==> src/rtl/bus_sequence_controller_pkg.sv <==
// bus_sequence_controller_pkg: shared encodings for the bus sequence controller
//   bus_sel_e  : common-bus source select codes
//   OP_*       : memory-reference opcodes and the register-reference opcode
//   alu_op_e   : accumulator operation select
//   t_state_e  : sequence-counter T-states (T_W bits)
package bus_sequence_controller_pkg;
   localparam int T_W = 3;
   typedef enum logic [T_W-1:0] {T0, T1, T2, T3, T4, T5, T6} t_state_e;
   typedef enum logic [2:0] {
      BUS_NONE = 3'd0,
      BUS_AR   = 3'd1,
      BUS_PC   = 3'd2,
      BUS_DR   = 3'd3,
      BUS_AC   = 3'd4,
      BUS_IR   = 3'd5,
      BUS_MEM  = 3'd7
   } bus_sel_e;
   typedef enum logic [1:0] {ALU_AND = 2'd0, ALU_ADD = 2'd1, ALU_LDDR = 2'd2} alu_op_e;
   localparam logic [2:0] OP_AND = 3'd0;
   localparam logic [2:0] OP_ADD = 3'd1;
   localparam logic [2:0] OP_LDA = 3'd2;
   localparam logic [2:0] OP_STA = 3'd3;
   localparam logic [2:0] OP_BUN = 3'd4;
   localparam logic [2:0] OP_BSA = 3'd5;
   localparam logic [2:0] OP_ISZ = 3'd6;
   localparam logic [2:0] OP_RR  = 3'd7;
endpackage

==> src/rtl/bus_sequence_controller_seq_counter.sv <==
// seq_counter: T-state sequence counter with clear, hold and increment
//   clk, reset (async active-low), i_clr (to T0, highest priority),
//   i_hold (freeze), i_inc (advance), o_cnt (current T-state)
module seq_counter
   import bus_sequence_controller_pkg::*;
(
   input  logic           clk,
   input  logic           reset,
   input  logic           i_clr,
   input  logic           i_hold,
   input  logic           i_inc,
   output logic [T_W-1:0] o_cnt
);
   logic [T_W-1:0] r_cnt;
   always_ff @(posedge clk or negedge reset)
      if (!reset) r_cnt <= '0;
      else if (i_clr) r_cnt <= '0;
      else if (!i_hold && i_inc) r_cnt <= r_cnt + T_W'(1);
   assign o_cnt = r_cnt;
endmodule

==> src/rtl/bus_sequence_controller.sv <==
// bus_sequence_controller: T-state control sequencer for a basic accumulator CPU
//   in : clk, reset (async active-low), run, ir_opcode, ir_i, ir_hlt, dr_zero
//   out: bus_sel, register/memory strobes, alu_op, rr_exec, instr_done,
//        halted, t_state
//   INDIRECT_EN: when defined, T3 of a memory-reference instruction with I=1
//   performs the indirect address fetch; otherwise T3 is always idle.
module bus_sequence_controller
   import bus_sequence_controller_pkg::*;
#(
   parameter int ADDR_W = 12,
   parameter int OP_W   = 3
) (
   input  logic            clk,
   input  logic            reset,
   input  logic            run,
   input  logic [OP_W-1:0] ir_opcode,
   input  logic            ir_i,
   input  logic            ir_hlt,
   input  logic            dr_zero,
   output logic [2:0]      bus_sel,
   output logic            ld_ar,
   output logic            inc_ar,
   output logic            ld_pc,
   output logic            inc_pc,
   output logic            ld_dr,
   output logic            inc_dr,
   output logic            ld_ac,
   output logic            ld_ir,
   output logic            mem_rd,
   output logic            mem_wr,
   output logic [1:0]      alu_op,
   output logic            rr_exec,
   output logic            instr_done,
   output logic            halted,
   output logic [2:0]      t_state
);
   // The sequencer carries no datapath; ADDR_W only documents the sizing.
   localparam int unused_addr_w = ADDR_W;
   logic [T_W-1:0]  w_cnt;
   t_state_e        w_t;
   logic [OP_W-1:0] r_op;
   logic            r_i, r_hlt, r_halted;
   logic            w_go, w_hold, w_inc, w_ind, w_mref;
   logic            w_and, w_add, w_lda, w_sta, w_bun, w_bsa, w_isz, w_rr;
   // Gating with reset keeps T0 strobes low while reset is held.
   assign w_go   = reset & run & ~r_halted;
   assign w_hold = (w_t == T0) & ~w_go;
   assign w_inc  = ~instr_done & ~w_hold;
   assign w_and  = r_op == OP_W'(OP_AND);
   assign w_add  = r_op == OP_W'(OP_ADD);
   assign w_lda  = r_op == OP_W'(OP_LDA);
   assign w_sta  = r_op == OP_W'(OP_STA);
   assign w_bun  = r_op == OP_W'(OP_BUN);
   assign w_bsa  = r_op == OP_W'(OP_BSA);
   assign w_isz  = r_op == OP_W'(OP_ISZ);
   assign w_rr   = r_op == OP_W'(OP_RR);
   assign w_mref = w_and | w_add | w_lda | w_sta | w_bun | w_bsa | w_isz;
`ifdef INDIRECT_EN
   assign w_ind = w_mref & r_i;
`else
   logic w_unused_ind;
   assign w_ind        = 1'b0;
   assign w_unused_ind = r_i & w_mref;
`endif
   seq_counter u_seq (
      .clk   (clk),
      .reset (reset),
      .i_clr (instr_done),
      .i_hold(w_hold),
      .i_inc (w_inc),
      .o_cnt (w_cnt)
   );
   assign w_t     = t_state_e'(w_cnt);
   assign t_state = w_cnt;
   assign halted  = r_halted;
   always_ff @(posedge clk or negedge reset)
      if (!reset) begin
         r_op     <= '0;
         r_i      <= 1'b0;
         r_hlt    <= 1'b0;
         r_halted <= 1'b0;
      end else begin
         if (w_t == T2) begin
            r_op  <= ir_opcode;
            r_i   <= ir_i;
            r_hlt <= ir_hlt;
         end
         if (w_t == T3 && w_rr && r_hlt) r_halted <= 1'b1;
      end
   always_comb begin
      bus_sel    = BUS_NONE;
      ld_ar      = 1'b0;
      inc_ar     = 1'b0;
      ld_pc      = 1'b0;
      inc_pc     = 1'b0;
      ld_dr      = 1'b0;
      inc_dr     = 1'b0;
      ld_ac      = 1'b0;
      ld_ir      = 1'b0;
      mem_rd     = 1'b0;
      mem_wr     = 1'b0;
      alu_op     = ALU_AND;
      rr_exec    = 1'b0;
      instr_done = 1'b0;
      case (w_t)
         T0: if (w_go) begin
            bus_sel = BUS_PC;
            ld_ar   = 1'b1;
         end
         T1: begin
            bus_sel = BUS_MEM;
            mem_rd  = 1'b1;
            ld_ir   = 1'b1;
            inc_pc  = 1'b1;
         end
         T2: begin
            bus_sel = BUS_IR;
            ld_ar   = 1'b1;
         end
         T3: if (w_rr) begin
            rr_exec    = 1'b1;
            instr_done = 1'b1;
         end else if (w_ind) begin
            bus_sel = BUS_MEM;
            mem_rd  = 1'b1;
            ld_ar   = 1'b1;
         end
         T4: if (w_and || w_add || w_lda || w_isz) begin
            bus_sel = BUS_MEM;
            mem_rd  = 1'b1;
            ld_dr   = 1'b1;
         end else if (w_sta) begin
            bus_sel    = BUS_AC;
            mem_wr     = 1'b1;
            instr_done = 1'b1;
         end else if (w_bun) begin
            bus_sel    = BUS_AR;
            ld_pc      = 1'b1;
            instr_done = 1'b1;
         end else if (w_bsa) begin
            bus_sel = BUS_PC;
            mem_wr  = 1'b1;
            inc_ar  = 1'b1;
         end else instr_done = 1'b1;
         T5: if (w_and || w_add || w_lda) begin
            ld_ac      = 1'b1;
            alu_op     = w_add ? ALU_ADD : w_lda ? ALU_LDDR : ALU_AND;
            instr_done = 1'b1;
         end else if (w_bsa) begin
            bus_sel    = BUS_AR;
            ld_pc      = 1'b1;
            instr_done = 1'b1;
         end else if (w_isz) inc_dr = 1'b1;
         else instr_done = 1'b1;
         T6: begin
            bus_sel    = BUS_DR;
            mem_wr     = 1'b1;
            inc_pc     = dr_zero;
            instr_done = 1'b1;
         end
         default: instr_done = 1'b1;
      endcase
   end
endmodule

==> config.mk <==
export PLATFORM = sky130hd
export DESIGN_NAME = bus_sequence_controller
export DESIGN_NICKNAME = d
export VERILOG_FILES = /design/src/rtl/bus_sequence_controller_pkg.sv /design/src/rtl/bus_sequence_controller_seq_counter.sv /design/src/rtl/bus_sequence_controller.sv
export SDC_FILE = /design/constraint.sdc
export NUM_CORES = 1
export LEC_CHECK = 0
export BUFFER_PORTS_ARGS = -buffer_cell sky130_fd_sc_hd__buf_2
export CAP_MARGIN = 25
export CORE_UTILIZATION = 49
export CTS_BUF_LIST = sky130_fd_sc_hd__clkbuf_16
export DETAILED_ROUTE_END_ITERATION = 6
export PLACE_DENSITY = 0.83
export SKIP_CTS_REPAIR_TIMING = 1
export SLEW_MARGIN = 0
export SYNTH_ARGS = -nofsm -noshare
export SYNTH_HDL_FRONTEND = slang
export SYNTH_HIERARCHICAL = 1
export SYNTH_SLANG_ARGS = --single-unit
==> constraint.sdc <==
create_clock -name clk -period 2.8 [get_ports clk]
set_clock_uncertainty 0.15 [all_clocks]
set_input_delay 0.14 -clock clk [delete_from_list [all_inputs] [get_ports clk]]
set_output_delay 0.14 -clock clk [all_outputs]
set_load 0.03 [all_outputs]
==> results of run 1 <==
[state kept, by name, indices dropped and copies added, names as in the netlist]
signal,flops
halted,1
r_hlt,1
r_op,3
u_seq/o_cnt,3
[stage by stage]
step / instances / area, um2 / utilization / hold slack, ps
6_report: 125 / 903 / 0.686 / -10.9
5_1_grt: 125 / 903 / 0.686 / 1.75
4_1_cts: 124 / 893 / 0.678 / -397
3_5_place_dp: 121 / 818 / 0.621 / -155
3_3_place_gp: 121 / 818 / 0.621 / -161
2_1_floorplan: 83 / 697 / - / -306
[worst max-delay path: stages, from the launching register on]
cell	delay, ps
dfrtp_1	490
nand2b_4	220
o21a_1	200
a221oi_2	390
buf_2	280
[area by class of cell]
cell class	count	area [um2]
Multi-Input combinational cell	66	440
Timing Repair Buffer	30	158
Inverter	3	11.3
Fill cell	118	414
Sequential cell	8	200
Tap cell	15	18.8
Clock buffer	3	75.1
[cells by family (layout without fill, tap and decap cells)]
kind of cell / after synthesis / after routing
simple gates: 39 / 39
mux: 6 / 6
compound gates: 17 / 17
xor+xnor: 3 / 3
buf+inv: 9 / 36
flops: 8 / 8
fa+ha+maj: 1 / 1
[cells in the mapped netlist]
cell type,instances
a21o_1,1
a21oi_1,7
a21oi_2,1
a221oi_2,1
buf_2,3
buf_4,1
buf_6,2
dfrtp_1,8
ha_1,1
inv_1,2
inv_2,1
mux2_2,4
mux2i_1,2
nand2_1,10
nand2b_1,4
nand2b_4,2
nand3_1,1
nand3b_1,1
nand4_1,1
nor2_1,9
nor3_1,3
nor3b_2,3
nor4_1,3
o21a_1,1
o21ai_0,5
o22ai_1,1
or2_1,1
or3_4,1
xor2_1,3
[worst min-delay path by stage]
stage	cells past startpoint	to	startpoint	slack, ps
floorplan	0	halted	reset	-310
global placement	1	r_hlt	reset	-160
detailed placement	1	u_seq/o_cnt[2]	reset	-150
CTS	1	r_hlt	reset	-400
global route	2	r_op[1]	ir_opcode[1]	2
finish	2	r_op[2]	ir_opcode[2]	-10
[metal layers]
metal | vias to the layer above | GRT usage | share of wire
li1 | 345 | - | -
met1 | 306 | 0.256 | 0.44
met2 | 20 | 0.385 | 0.51
met3 | 3 | 0.0341 | 0.035
met4 | 0 | 0.0776 | 0.014
met5 | - | 0 | 0
==> reports/summary.txt, run 1 <==
CTS Buf Count - 3
Setup crit end kind - output pin
fmax - 477 MHz
hold_ws - -10.9 ps
fin crit share - 0.749
Compound-Gate Fraction of Synth Area - 0.151
Mapped Avg Cell Area - 8.40 um2
hpwl dp - 1070 um
RSZ-0062 raised after global routing - no
I/O pin cnt - 30
Hold Vio Cnt, Final - 3
Synth top area share - 0.287
reg-to-reg endpoint - u_seq/o_cnt[2]
clk root buf - clkbuf_16
Via density - 5.39
Clock Latency Late Sink - 230 ps
multiplexer share of the synthesized area - 0.0934
setup TNS - 0 ps
row count - 13
vias in the first global route - 542
Routed Antenna Nets - 0
failing checks - negative hold slack
worst slack at placement - 714 ps
initial core utilization - 0.529
GRT Total Usage - 0.216
DRC violations left - 0
post-synth cell types - 29
Die ar. - 1580 um2
share of cells above drive strength 1 - 0.409
crit path from - r_op[1]
clock tree buffer depth - 2
Setup WS post-layout - 704 ps
TritonCTS clock tree - done
Routed WL - 1500 um
final setup violation count - 0
commonest non-fill, non-tap cell in the layout - buf_2
reg2reg setup slack - 710 ps
1st-pass router iterations - 4
CP max FO - 10
initial antenna violation count - 0
largest net degree at the start of global routing - 20
critical path type - reg2out
synthesis-stage register bit count - 8
post-synth top area cell - dfrtp_1
largest family of logic cells by synthesized area - simple AND/OR/NAND/NOR gates
die width - 39.7 um
GPL Wtd Cong - 0.679
Arr. time, crit path - 1810 ps
Cell Area, Synth - 697 um2
total of max-cap violations - 0
yosys synthesis warning count - 6
via count - 674
CTS sink cnt - 8
Slew HR - 0.641
Worst R2R Path Depth - 7
Min-Delay Path Class - in2reg
layout overhead on the synthesized area - 29.6%
Post-Syn Nets - 93
max-slew violations - 0
nets - 122
Antenna Diode Count - 0
H-tree depth - 1
CP Data Required Time - 2510 ps
Worst setup endpoint - instr_done
Slew @ Worst Pin - 539 ps
routed length per instance - 12.0 um
crit path time final - 2100 ps
total grt overflow - 0
Post-Synthesis Cells - 83
outcome - finished, violations left
Die Y - 39.7 um
Synth Area in XOR/XNOR - 0.0377
Area contributors post-synth - dfrtp_1, mux2_2, nand2_1
1st-iter DRT viols - 13
Reg clk slew, reported paths - 40 ps
critical path startpoint category - register
Adder-Cell Fraction of Synth Area - 0.0180
Synth Area in Simple Gates - 0.332
R2R Path Start - r_op[1]
Buffers on Ports - 28
register area share after synthesis - 0.287
Core Area - 1320 um2
most frequent cells in the layout - buf_2, nand2_1, nor2_1
first-pass GRT wire length - 2260 um
Power of run 1 is not shown: default switching activity piles up to over one toggle a cycle in this logic, so the estimate is an artifact.
==> run 2, diff against run 1 <==
--- a/config.mk
+++ b/config.mk
@@ -7,10 +7,10 @@
 export LEC_CHECK = 0
 export BUFFER_PORTS_ARGS = -buffer_cell sky130_fd_sc_hd__buf_2
 export CAP_MARGIN = 25
-export CORE_UTILIZATION = 49
+export CORE_UTILIZATION = 41
 export CTS_BUF_LIST = sky130_fd_sc_hd__clkbuf_16
 export DETAILED_ROUTE_END_ITERATION = 6
-export PLACE_DENSITY = 0.83
+export PLACE_DENSITY = 0.74
 export SKIP_CTS_REPAIR_TIMING = 1
 export SLEW_MARGIN = 0
 export SYNTH_ARGS = -nofsm -noshare
==> constraint.sdc (replaced) <==
create_clock -name clk -period 1.7 [get_ports clk]
set_clock_uncertainty 0.15 [all_clocks]
set_input_delay 0.085 -clock clk [delete_from_list [all_inputs] [get_ports clk]]
set_output_delay 0.085 -clock clk [all_outputs]
set_load 0.03 [all_outputs]
==> run 2 against run 1 <==
The run ends with negative setup slack left. Count of clock-buffer cells in the layout is the same. Design area is 41% higher. Flip-flop and latch count is the same. Largest cell class unchanged. Register-to-register slack worse by 790 ps.
==> reports/summary.txt, run 2 (synthesis results as in run 1) <==
share of cells above drive strength 1 - 0.624 (+0.215)
nets - 152 (+25%)
GRT Total Usage - 0.211 (-0.00506)
commonest non-fill, non-tap cell in the layout - buf_4
layout overhead on the synthesized area - 82.9%
Slew HR - 0.742 (+0.101)
hold_ws - 172 ps (+183 ps)
Cell Area, Placed - 960 um2 (+17%)
critical path type - reg2out
I/O pin cnt - 30 (unchanged)
critical path startpoint category - register
Worst VDD drop - 1.73 mV
Die Y - 43.2 um (+8.9%)
Core Area - 1540 um2 (+17%)
routed length per instance - 15.4 um (+28%)
CP Data Required Time - 1460 ps (-1050 ps)
Setup WS post-layout - -100 ps (-805 ps)
Antenna Diode Count - 0 (unchanged)
CTS sink cnt - 8 (unchanged)
largest net degree at the start of global routing - 11 (-45%)
outcome - finished, violations left
Routed WL - 2420 um (+61%)
initial core utilization - 0.452 (-0.0769)
via count - 858 (+27%)
Pleak - 0.641 nW
vias in the first global route - 703 (+30%)
fin crit share - 1.06
clock tree buffer depth - 2 (unchanged)
total of max-cap violations - 0 (unchanged)
Filler Cell Count - 92 (-22%)
total grt overflow - 0 (unchanged)
reg2reg setup slack - -80 ps (-790 ps)
Via density - 5.46 (+1.4%)
Die ar. - 1870 um2 (+18%)
Power Dens Cells - 2510 nW/um2
clk root buf - clkbuf_16
1st-iter DRT viols - 18 (+5)
1st-pass router iterations - 4 (unchanged)
Hold Vio Cnt, Final - 0 (-3)
Slew @ Worst Pin - 386 ps (-153 ps)
final setup violation count - 11 (+11)
fmax - 555 MHz
initial antenna violation count - 0 (unchanged)
H-tree depth - 1 (unchanged)
most frequent cells in the layout - buf_4, buf_2, nand2_1
die width - 43.2 um (+8.9%)
failing checks - negative setup slack
crit path time final - 1800 ps
Clock Latency Late Sink - 230 ps (about the same)
DRC violations left - 0 (unchanged)
RSZ-0062 raised after global routing - yes
Reg clk slew, reported paths - 40 ps (about the same)
Routed Antenna Nets - 0 (unchanged)
Sequential Area - 206 um2 (+3.1%)
multi-input logic area - 513 um2 (+16%)
TritonCTS clock tree - done
CP max FO - 4 (-6)
row count - 14 (+1)
GPL Wtd Cong - 0.772 (+14%)
hpwl dp - 1400 um (+31%)
worst slack at placement - -40.7 ps (-755 ps)
CTS Buf Count - 3 (unchanged)
max-slew violations - 0 (unchanged)
Arr. time, crit path - 1570 ps (-240 ps)
Min-Delay Path Class - in2async
Final Util - 0.827 (+0.141)
Buffers on Ports - 28 (unchanged)
first-pass GRT wire length - 2940 um (+30%)
final instance area - 1270 um2 (+41%)
Setup crit end kind - output pin
-- run 2: cell count changes in the layout (fill, tap and decap cells not counted), moves of 3 or more --
cell           previous run  this run
dlygate4sd3_1             1         5
nand2b_4                  2         5
buf_6                     0         8
nor2_1                    9         6
buf_2                    28        20
dfrtp_2                   0         5
buf_4                     1        27
nand2b_1                  4         1
dfrtp_1                   8         3
-- run 2: layout make-up --
class	instances	area share
sequential	8	0.162
inverter	3	0.0108
clock buffer	3	0.0589
multi-input combinational	66	0.402
clock inverter	1	0.00294
tap	16	0.0157
timing repair buffer	60	0.347
-- run 2: where the power goes --
group / total (mW) / switching (mW) / internal, mW
logic: 2.34 / 1.28 / 1.06
registers: 0.466 / 0.163 / 0.303
clock network: 0.398 / 0.0922 / 0.306
-- run 2: worst paths after layout --
path                                  endpoint     from  cells after the start
max in group asynchronous       u_seq/o_cnt[0]    reset                      3
worst min register to register          halted    r_hlt                      1
worst min-delay path                   r_op[1]    reset                      3
worst max-delay path                instr_done  r_op[1]                      5
min in group clk                        halted    r_hlt                      1
worst max register to register  u_seq/o_cnt[2]  r_op[1]                      7
-- run 2: critical path: stages, from the launching register on --
cell      delay, ps
dfrtp_1         400
nand2b_4        150
o21a_1          210
a221oi_4        300
buf_6           150
buf_6           120
-- run 2: metal layers --
metal / vias up / routed length [um] / global-route usage
met4: 0 / 57 / 0.0364
met2: 29 / 1340 / 0.403
li1: 401 / - / -
met1: 421 / 912 / 0.224
met3: 7 / 109 / 0.0681
met5: - / 0 / 0
-- run 2: through the flow --
stage / TNS [ps] / cells / total power [mW]
3_3_place_gp: 0 / 136 / 2.23
2_1_floorplan: -1710 / 83 / 1.78
3_5_place_dp: -71.6 / 136 / 2.29
6_report: -669 / 157 / 3.20
5_1_grt: -1490 / 157 / 3.36
4_1_cts: -1270 / 140 / 2.70
Power figures use the tool's default switching activity.
==> run 3, diff against run 2 <==
--- a/config.mk
+++ b/config.mk
@@ -5,15 +5,15 @@
 export SDC_FILE = /design/constraint.sdc
 export NUM_CORES = 1
 export LEC_CHECK = 0
+export ABC_AREA = 1
 export BUFFER_PORTS_ARGS = -buffer_cell sky130_fd_sc_hd__buf_2
 export CAP_MARGIN = 25
-export CORE_UTILIZATION = 41
+export CORE_UTILIZATION = 42
 export CTS_BUF_LIST = sky130_fd_sc_hd__clkbuf_16
 export DETAILED_ROUTE_END_ITERATION = 6
-export PLACE_DENSITY = 0.74
+export PLACE_DENSITY = 0.75
 export SKIP_CTS_REPAIR_TIMING = 1
 export SLEW_MARGIN = 0
 export SYNTH_ARGS = -nofsm -noshare
 export SYNTH_HDL_FRONTEND = slang
-export SYNTH_HIERARCHICAL = 1
 export SYNTH_SLANG_ARGS = --single-unit
==> run 3 against run 2 <==
The flow finishes with violations (design-rule violations, negative setup slack). Area after synthesis grew 6.3%. Flip-flop and latch count unchanged. Via count is 0.58% higher. Synthesized cell count increased by 29%. Sequential share of layout area decreased by 1.1 points. Critical endpoint is now bus_sel[0].
==> reports/summary.txt, run 3 <==
outcome - finished, violations left
failing checks - design-rule violations, negative setup slack
post-synth top area cell - dfrtp_1
most numerous cell in the Yosys netlist - nand2_1
Power Dens Cells - 2260 nW/um2 (-10%)
worst slack at placement - -25.4 ps (+15.3 ps)
Routed Antenna Nets - 0 (unchanged)
row count - 14 (unchanged)
GPL Wtd Cong - 0.808 (+4.6%)
Clock Latency Late Sink - 230 ps (about the same)
TritonCTS clock tree - done
register area share after synthesis - 0.270 (-0.0170)
Worst R2R Path Depth - 8 (+1)
Sequential Area - 205 um2 (-0.61%)
vias in the first global route - 694 (-1.3%)
max-slew violations - 0 (unchanged)
CP max FO - 5 (+1)
crit path time final - 1810 ps (+11.5 ps)
CTS Buf Count - 3 (unchanged)
total of max-cap violations - 0 (unchanged)
routed length per instance - 13.2 um (-14%)
Slew HR - 0.733 (-0.00846)
die width - 44.0 um (+1.8%)
Pleak - 0.711 nW (+11%)
initial antenna violation count - 0 (unchanged)
clk root buf - clkbuf_16
Filler Cell Count - 86 (-6.5%)
hold path depth - 6
Mapped Avg Cell Area - 6.92 um2 (-18%)
Final Util - 0.865 (+0.0380)
nets - 172 (+13%)
Via density - 4.99 (-8.7%)
Area contributors post-synth - dfrtp_1, nand2_1, inv_1
Synth top area share - 0.270 (-0.0170)
Reg clk slew, reported paths - 40 ps (about the same)
I/O pin cnt - 30 (unchanged)
Die Y - 44.0 um (+1.8%)
1st-iter DRT viols - 19 (+1)
via count - 863 (+0.58%)
GRT Total Usage - 0.209 (-0.00259)
Post-Syn Nets - 121 (+30%)
CTS sink cnt - 8 (unchanged)
RSZ-0062 raised after global routing - yes
final setup violation count - 10 (-1)
Core Area - 1580 um2 (+2.3%)
commonest non-fill, non-tap cell in the layout - nand2_1
total power - 3.08 mW (-3.8%)
Die ar. - 1940 um2 (+3.6%)
Setup WS post-layout - -112 ps (-11.5 ps)
ys async rst share - 1.00 (unchanged)
Min-Delay Path Class - in2reg
hpwl dp - 1420 um (+1.6%)
DRC violations left - 2 (+2)
Cell Area, Synth - 741 um2 (+6.3%)
Arr. time, crit path - 1580 ps (about the same)
synthesis-stage register bit count - 8 (unchanged)
post-synth cell types - 23 (-21%)
CP Data Required Time - 1460 ps (about the same)
Buffers on Ports - 28 (unchanged)
ys flop type - dfrtp_1
total grt overflow - 0 (unchanged)
1st-pass router iterations - 7 (+3)
first-pass GRT wire length - 2900 um (-1.2%)
fin crit share - 1.07 (+0.00677)
Setup crit end kind - output pin
number of enable flip-flop cells after synthesis - 0 (unchanged)
Post-Synthesis Cells - 107 (+29%)
largest net degree at the start of global routing - 11 (unchanged)
share of cells above drive strength 1 - 0.631 (+0.00646)
Routed WL - 2290 um (-5.3%)
critical path startpoint category - register
layout overhead on the synthesized area - 84.1%
most frequent cells in the layout - nand2_1, buf_4, inv_1
Antenna Diode Count - 0 (unchanged)
initial core utilization - 0.470 (+0.0177)
critical path type - reg2out
fmax - 552 MHz (-0.64%)
H-tree depth - 1 (unchanged)
Worst VDD drop - 1.52 mV (-12%)
clock tree buffer depth - 2 (unchanged)
Hold Vio Cnt, Final - 0 (unchanged)
yosys synthesis warning count - 0 (-6)
multi-input logic area - 604 um2 (+18%)
Slew @ Worst Pin - 399 ps (+13.1 ps)
most common library cells after synthesis - nand2_1, inv_1, nor2_1
run 3: cell count changes in the layout (fill, tap and decap cells not counted), sizes merged, moves of 4 or more:
cell,previous run,this run
nand2,10,34
buf,55,42
a21oi,8,1
nand2b,6,0
nand3,1,9
mux2,4,0
ha,1,5
nor2,9,19
inv,4,21
run 3: path summary, 6_finish.rpt:
check                                    start        endpoint  slack, ps
min in group asynchronous                reset          halted        190
worst max-delay path            u_seq.o_cnt[0]      bus_sel[0]       -110
max in group asynchronous                reset         r_op[0]        900
worst max register to register  u_seq.o_cnt[2]  u_seq.o_cnt[2]         30
worst min-delay path                       run  u_seq.o_cnt[1]        160
worst min register to register           r_hlt           r_hlt        320
run 3: routing by layer:
metal  wire length [um]  vias to the layer above  track usage
li1                   -                      423            -
met1                919                      390        0.260
met2               1170                       43        0.331
met3                140                        7       0.0500
met4                 63                        0        0.115
met5                  0                        -            0
run 3: logic make-up (layout without fill, tap and decap cells):
family                   count (synthesis)  after routing  share of synthesized area
AND/OR/NAND/NOR                         65             65                      0.466
buffers and inverters                   22             72                      0.127
flip-flops                               8              8                      0.270
AO/OA/AOI/OAI                            6              6                     0.0405
adder cells (fa/ha/maj)                  5              5                     0.0845
XOR/XNOR                                 1              1                     0.0118
run 3: report_power, final:
group	internal, mW	switching [mW]	leakage (nW)
logic	0.911	1.31	0.575
clock network	0.306	0.0896	0.0423
registers	0.295	0.171	0.0942
total	1.51	1.57	0.711
run 3: per-stage QoR:
| step | cells | TNS (ps) | hold slack [ps] | area [um2] |
|---|---|---|---|---|
| floorplan | 107 | -113 | -361 | 808 |
| global placement | 155 | 0 | -205 | 995 |
| detailed placement | 155 | -25.4 | -197 | 995 |
| CTS | 159 | -1280 | -443 | 1070 |
| global route | 173 | -1300 | 192 | 1360 |
| finish | 173 | -577 | 155 | 1360 |
run 3: layout make-up:
cell class,instances,area share
clock buffers,3,0.0550
clock inverters,1,0.00275
inverters,20,0.0606
multi-input cells,77,0.443
flip-flops and latches,8,0.150
well taps,16,0.0147
repair buffers,48,0.273
run 3: critical path: stages, from the launching register on:
cell and delay (ps):
dfrtp_2 430, buf_6 130, ha_4 180, nand3_4 90, nand2_2 60, nand2_2 90, nand2_2 70, nor2_4 130
nor2_4 40, buf_6 130
